File: config.mk
export PLATFORM = sky130hd
export DESIGN_NAME = alarm_time_keeper
export DESIGN_NICKNAME = d
export VERILOG_FILES = /design/src/rtl/alarm_pkg.sv /design/src/rtl/mod_counter.sv /design/src/rtl/alarm_time_keeper.sv
export SDC_FILE = /design/constraint.sdc
export NUM_CORES = 1
export LEC_CHECK = 0
export ABC_CLOCK_PERIOD_IN_PS = 2000
export BUFFER_PORTS_ARGS = -buffer_cell sky130_fd_sc_hd__buf_2
export CAP_MARGIN = 20
export CORE_ASPECT_RATIO = 0.6
export CORE_MARGIN = 10
export CORE_UTILIZATION = 50
export DETAILED_ROUTE_END_ITERATION = 10
export PLACE_DENSITY = 0.76
export SYNTH_ARGS = -nofsm -noshare
export SYNTH_HDL_FRONTEND = slang
export SYNTH_HIERARCHICAL = 1
export SYNTH_SLANG_ARGS = --single-unit
File: constraint.sdc
create_clock -name clk -period 2 [get_ports clk]
set_input_delay 0.4 -clock clk [delete_from_list [all_inputs] [get_ports clk]]
set_output_delay 0.4 -clock clk [all_outputs]
set_load 0.01 [all_outputs]
File: src/rtl/alarm_pkg.sv
// Shared types and constants for the alarm time keeper.
// The package holds the FSM state encoding, field limits, selection codes and the one-hot field decoder.
package alarm_pkg;

  typedef enum logic [1:0] {
    IDLE    = 2'd0,
    RINGING = 2'd1,
    SNOOZED = 2'd2
  } state_e;

  localparam int SEC_MAX  = 59;
  localparam int MIN_MAX  = 59;
  localparam int HOUR_MAX = 23;

  localparam logic [1:0] SEL_NONE = 2'b00;
  localparam logic [1:0] SEL_SEC  = 2'b01;
  localparam logic [1:0] SEL_MIN  = 2'b10;
  localparam logic [1:0] SEL_HOUR = 2'b11;

  // Maps a selection code to the {hour,min,sec} display field it addresses.
  function automatic logic [2:0] sel_onehot(input logic [1:0] sel);
    logic [2:0] oh;
    case (sel)
      SEL_SEC:  oh = 3'b001;
      SEL_MIN:  oh = 3'b010;
      SEL_HOUR: oh = 3'b100;
      default:  oh = 3'b000;
    endcase
    return oh;
  endfunction

endpackage

File: src/rtl/mod_counter.sv
// Modulo-(MAX+1) up counter used for each alarm time field.
// It wraps from MAX to 0 and has no carry output.
module mod_counter #(
  parameter int MAX   = 59,
  parameter int WIDTH = 6
) (
  input  logic             clk,
  input  logic             reset,
  input  logic             inc,
  output logic [WIDTH-1:0] count
);

  logic [WIDTH-1:0] count_q;
  logic [WIDTH-1:0] count_d;

  // Next value: hold, increment, or wrap at MAX.
  always_comb begin
    count_d = count_q;
    if (inc) begin
      if (count_q == WIDTH'(MAX)) begin
        count_d = '0;
      end else begin
        count_d = count_q + WIDTH'(1);
      end
    end else begin
      count_d = count_q;
    end
  end

  // Field register.
  always_ff @(posedge clk or negedge reset) begin
    if (!reset) begin
      count_q <= '0;
    end else begin
      count_q <= count_d;
    end
  end

  assign count = count_q;

endmodule

File: src/rtl/alarm_time_keeper.sv
// Alarm time storage, match detection, ring/snooze state machine and field blanking.
// All outputs come straight from registers.
module alarm_time_keeper
  import alarm_pkg::*;
#(
  parameter int RING_SECONDS   = 60,
  parameter int SNOOZE_SECONDS = 300
) (
  input  logic       clk,
  input  logic       reset,
  input  logic       tick_1hz,
  input  logic       upsec,
  input  logic       upmin,
  input  logic       uphour,
  input  logic [1:0] selection,
  input  logic [4:0] cur_hour,
  input  logic [5:0] cur_min,
  input  logic [5:0] cur_sec,
  input  logic       alarm_en,
  input  logic       ack,
  input  logic       snooze,
  output logic [4:0] alarm_hour,
  output logic [5:0] alarm_min,
  output logic [5:0] alarm_sec,
  output logic       alarm_ring,
  output logic [2:0] blank_mask
);

  localparam int CNT_MAX = (RING_SECONDS > SNOOZE_SECONDS) ? RING_SECONDS : SNOOZE_SECONDS;
  localparam int CW      = $clog2(CNT_MAX + 1);

  state_e        state_q, state_d;
  logic [CW-1:0] ring_cnt_q, ring_cnt_d;
  logic [CW-1:0] snooze_cnt_q, snooze_cnt_d;
  logic          match_s, match_q, trigger_s;
  logic          ring_q;
  logic          blink_q, blink_d;
  logic [2:0]    blank_q;

  mod_counter #(.MAX(SEC_MAX), .WIDTH(6)) u_sec (
    .clk(clk), .reset(reset), .inc(upsec), .count(alarm_sec)
  );

  mod_counter #(.MAX(MIN_MAX), .WIDTH(6)) u_min (
    .clk(clk), .reset(reset), .inc(upmin), .count(alarm_min)
  );

  mod_counter #(.MAX(HOUR_MAX), .WIDTH(5)) u_hour (
    .clk(clk), .reset(reset), .inc(uphour), .count(alarm_hour)
  );

  // Only the rising edge of match rings, so a steady match or a matching reset stays quiet.
  assign match_s   = alarm_en && (cur_hour == alarm_hour) && (cur_min == alarm_min)
                     && (cur_sec == alarm_sec);
  assign trigger_s = match_s && !match_q;

  // Next state and counter updates; alarm_en low overrides everything.
  always_comb begin
    state_d      = state_q;
    ring_cnt_d   = ring_cnt_q;
    snooze_cnt_d = snooze_cnt_q;
    if (!alarm_en) begin
      state_d      = IDLE;
      ring_cnt_d   = '0;
      snooze_cnt_d = '0;
    end else begin
      case (state_q)
        IDLE: begin
          if (trigger_s) begin
            state_d    = RINGING;
            ring_cnt_d = CW'(RING_SECONDS);
          end else begin
            state_d = IDLE;
          end
        end
        RINGING: begin
          if (ack) begin
            state_d    = IDLE;
            ring_cnt_d = '0;
          end else if (snooze) begin
            state_d      = SNOOZED;
            ring_cnt_d   = '0;
            snooze_cnt_d = CW'(SNOOZE_SECONDS);
          end else if (tick_1hz) begin
            if (ring_cnt_q <= CW'(1)) begin
              state_d    = IDLE;
              ring_cnt_d = '0;
            end else begin
              ring_cnt_d = ring_cnt_q - CW'(1);
            end
          end else begin
            state_d = RINGING;
          end
        end
        SNOOZED: begin
          if (ack) begin
            state_d      = IDLE;
            snooze_cnt_d = '0;
          end else if (tick_1hz) begin
            if (snooze_cnt_q <= CW'(1)) begin
              state_d      = RINGING;
              snooze_cnt_d = '0;
              ring_cnt_d   = CW'(RING_SECONDS);
            end else begin
              snooze_cnt_d = snooze_cnt_q - CW'(1);
            end
          end else begin
            state_d = SNOOZED;
          end
        end
        default: begin
          state_d      = IDLE;
          ring_cnt_d   = '0;
          snooze_cnt_d = '0;
        end
      endcase
    end
  end

  assign blink_d = tick_1hz ? !blink_q : blink_q;

  // State, counters, match history and output registers.
  always_ff @(posedge clk or negedge reset) begin
    if (!reset) begin
      state_q      <= IDLE;
      ring_cnt_q   <= '0;
      snooze_cnt_q <= '0;
      match_q      <= 1'b1;
      ring_q       <= 1'b0;
      blink_q      <= 1'b0;
      blank_q      <= 3'b000;
    end else begin
      state_q      <= state_d;
      ring_cnt_q   <= ring_cnt_d;
      snooze_cnt_q <= snooze_cnt_d;
      match_q      <= match_s;
      ring_q       <= (state_d == RINGING);
      blink_q      <= blink_d;
      blank_q      <= sel_onehot(selection) & {3{blink_d}};
    end
  end

  assign alarm_ring = ring_q;
  assign blank_mask = blank_q;

endmodule

==> reports/qor.yml <==
yosys.area.top_type_share: 0.3940
tns_ns: 0
ioPinCount: 49
via_per_inst: 5.763
yosysTopAreaCell: "dfrtp_1"
synth_edf_count: 0
crit_path_cell_trace: "inv_2 -> ha_4 -> nor2b_2 -> a221oi_2 -> nand3_2 -> buf_4 -> a21oi_1 -> o21ai_0 -> o311ai_1"
seq_power_share: 0.384
switching_share: 0.3628
synth_nets: 315
clk_pin_slew_worst_paths_ns: 0.09
synth_cell_types: 54
slowest_delay_ns: 0.42
p_clk_frac: 0.221
h-tree-depth: 2
intPower_uw: 1992
hold_viol: 0
place.gp.congestion: 0.8835
fin_ws_ns: 0.03275
mostFrequentLayoutCells: "buf_2, dfrtp_1, buf_4, nand2_1, o21ai_0"
setup_viol: 0
grt_pass1_wl_um: 11410
critical_path_required_ns: 2.21
drt_iter0_drc: 234
die_w_um: 114.3
ys_warn_count: 6
skew_ns: 0.01462
start_util: 0.5225
synth_area_mm2: 0.002668
fillers: 392
ir_worst_vdd_mv: 0.8221
final_nets: 398
hold_class: "in -> async"
switchingPower_uw: 1134
min_period_ns: 1.967
max_freq_mhz: 508.3
cts_max_path_buffers: 2
crit_type: "reg -> reg"
grt_overflow: 0
firstDrtPassIters: 5
synth.avg_cell_area_um2: 9.665
vias: 2455
io_buffers: 48
synthArstFlopShare: 1.000
multi_input_area_mm2: 0.001543
path_delay_family: "compound AO/OA/AOI/OAI gates"
grt_max_degree: 44
outcome: "finished clean"
final_common_cell: "buf_2"
clock-root-buffer: "clkbuf_8"
clk_latency_ns: 0.31
grt_pass1_vias: 2305
worst_ep_arrival_time_ns: 2.18
totalWireLength_um: 7085
layout-drive-gt1-share: 0.3444
critPathMaxFanout: 6
cp_num_buf_inv: 2
synth_area_leaders: "dfrtp_1, ha_1, xnor2_1"
ant_nets: 0
dpl.hpwl_um: 5280
drcViolationCount: 0
antennaDiodeCount: 0
pwr-share-comb: 0.395
pwr_density_cell_mw_per_mm2: 926.8
cts_tree: "done"
endpoint_kind: "flop"
wl_per_cell_um: 16.63
relSlewSlack: 0.6369
track_usage: 0.1572
ys_ff_latch: 43
die_area_mm2: 0.008753
fp.dieH_um: 76.58
maxSlewViolCount: 0
holdWs_ns: 0.1567
period_share: 0.9836
seq_area_frac_synth: 0.4038
leakage_uw: 0.001562
rows: 20
cts_sinks: 43
max-cap-violations: 0
synth_ff_type: "dfrtp_1"
synthToLayoutAreaGrowth_pct: 26.45
core_mm2: 0.005105
slowest_stage: "dfrtp_1"
antenna_found_initial: 0
layout.area.seq_mm2: 0.001080
preCtsSetupSlack_ns: -0.05406
startpoint_type: "flop"
synth_cells: 276
worst_pin_slew_ns: 0.5447
cts_buffers: 5
## per-layer routing
| metal | share of wire | GRT usage | vias to the layer above |
|---|---|---|---|
| met3 | 0.077 | 0.04560 | 28 |
| met4 | 0.028 | 0.04239 | 0 |
| met1 | 0.46 | 0.2227 | 1138 |
| li1 | - | - | 1168 |
| met5 | 0 | 0 | - |
| met2 | 0.43 | 0.2245 | 121 |
## logic make-up (layout without fill, tap and decap cells)
family,after synthesis,after routing,synth area share
AO/OA/AOI/OAI,70,70,0.1736
XOR/XNOR,19,19,0.06238
adder cells (fa/ha/maj),11,11,0.05159
buffers and inverters,19,103,0.03659
flip-flops,43,43,0.4038
multiplexers,7,7,0.02861
AND/OR/NAND/NOR,107,107,0.2434
## registers in the layout, indices dropped and copies added, names as in the netlist
signal and cells:
u_hour/count 5, match_q 1, u_min/count 6, blank_mask 3, snooze_cnt_q 9, u_sec/count 6
blink_q 1, state_q 2, alarm_ring 1, ring_cnt_q 9
## cells in the mapped netlist (3+ instances only)
master / number
nand2_1: 25
and3_1: 4
buf_6: 3
o21ai_1: 10
inv_1: 11
xnor2_1: 11
nor3_1: 9
xor2_1: 8
ha_1: 11
dfrtp_1: 42
nand4_1: 7
mux2_2: 4
a21oi_1: 12
nand2b_1: 7
o21ai_0: 18
nand3_1: 8
nor2b_1: 7
a31oi_1: 4
nor2_1: 19
o31ai_1: 8
## cell type report
type | count | share of cell area
clock inverter | 3 | 0.01298
sequential | 43 | 0.3201
tap | 66 | 0.02448
multi-input combinational | 214 | 0.4573
inverter | 13 | 0.01447
clock buffer | 5 | 0.02040
timing repair buffer | 82 | 0.1502
## power by group through the flow
stage               clock [uW]  combinational (uW)  sequential [uW]
global placement             0                1180             1210
floorplan                    0                 476             1370
CTS                        705                1230             1200
global route               736                1360             1220
finish                     691                1240             1200
detailed placement           0                1220             1210
## worst paths after layout
path,start,end,slack [ns],cells past startpoint
max,state_q[0],snooze_cnt_q[5],0.03,9
min,reset,alarm_ring,0.16,2
max reg2reg,state_q[0],snooze_cnt_q[5],0.03,9
min reg2reg,blink_q,blink_q,0.49,1
max in group asynchronous,reset,u_hour/count[4],1.44,2
min in group clk,selection[0],blank_mask[1],0.25,2
## metrics by stage
stage | cells | cell area, um2 | power [uW] | utilization
global placement | 414 | 3167 | 2389 | 0.6203
detailed placement | 414 | 3167 | 2428 | 0.6203
finish | 426 | 3373 | 3126 | 0.6608
floorplan | 276 | 2668 | 1849 | -
CTS | 422 | 3287 | 3132 | 0.6439
global route | 426 | 3373 | 3318 | 0.6608
## what timing repair did
action / CTS / global route
pin swaps: 1 / 4
setup endpoints to repair: 7 / 17
buffers inserted: 0 / 4
endpoints found under the hold margin: 0 / 0
gates cloned: 0 / 0
gates resized for setup: 2 / 16
hold buffers: 0 / 0
Note: power is estimated with default switching activity, not from simulation.
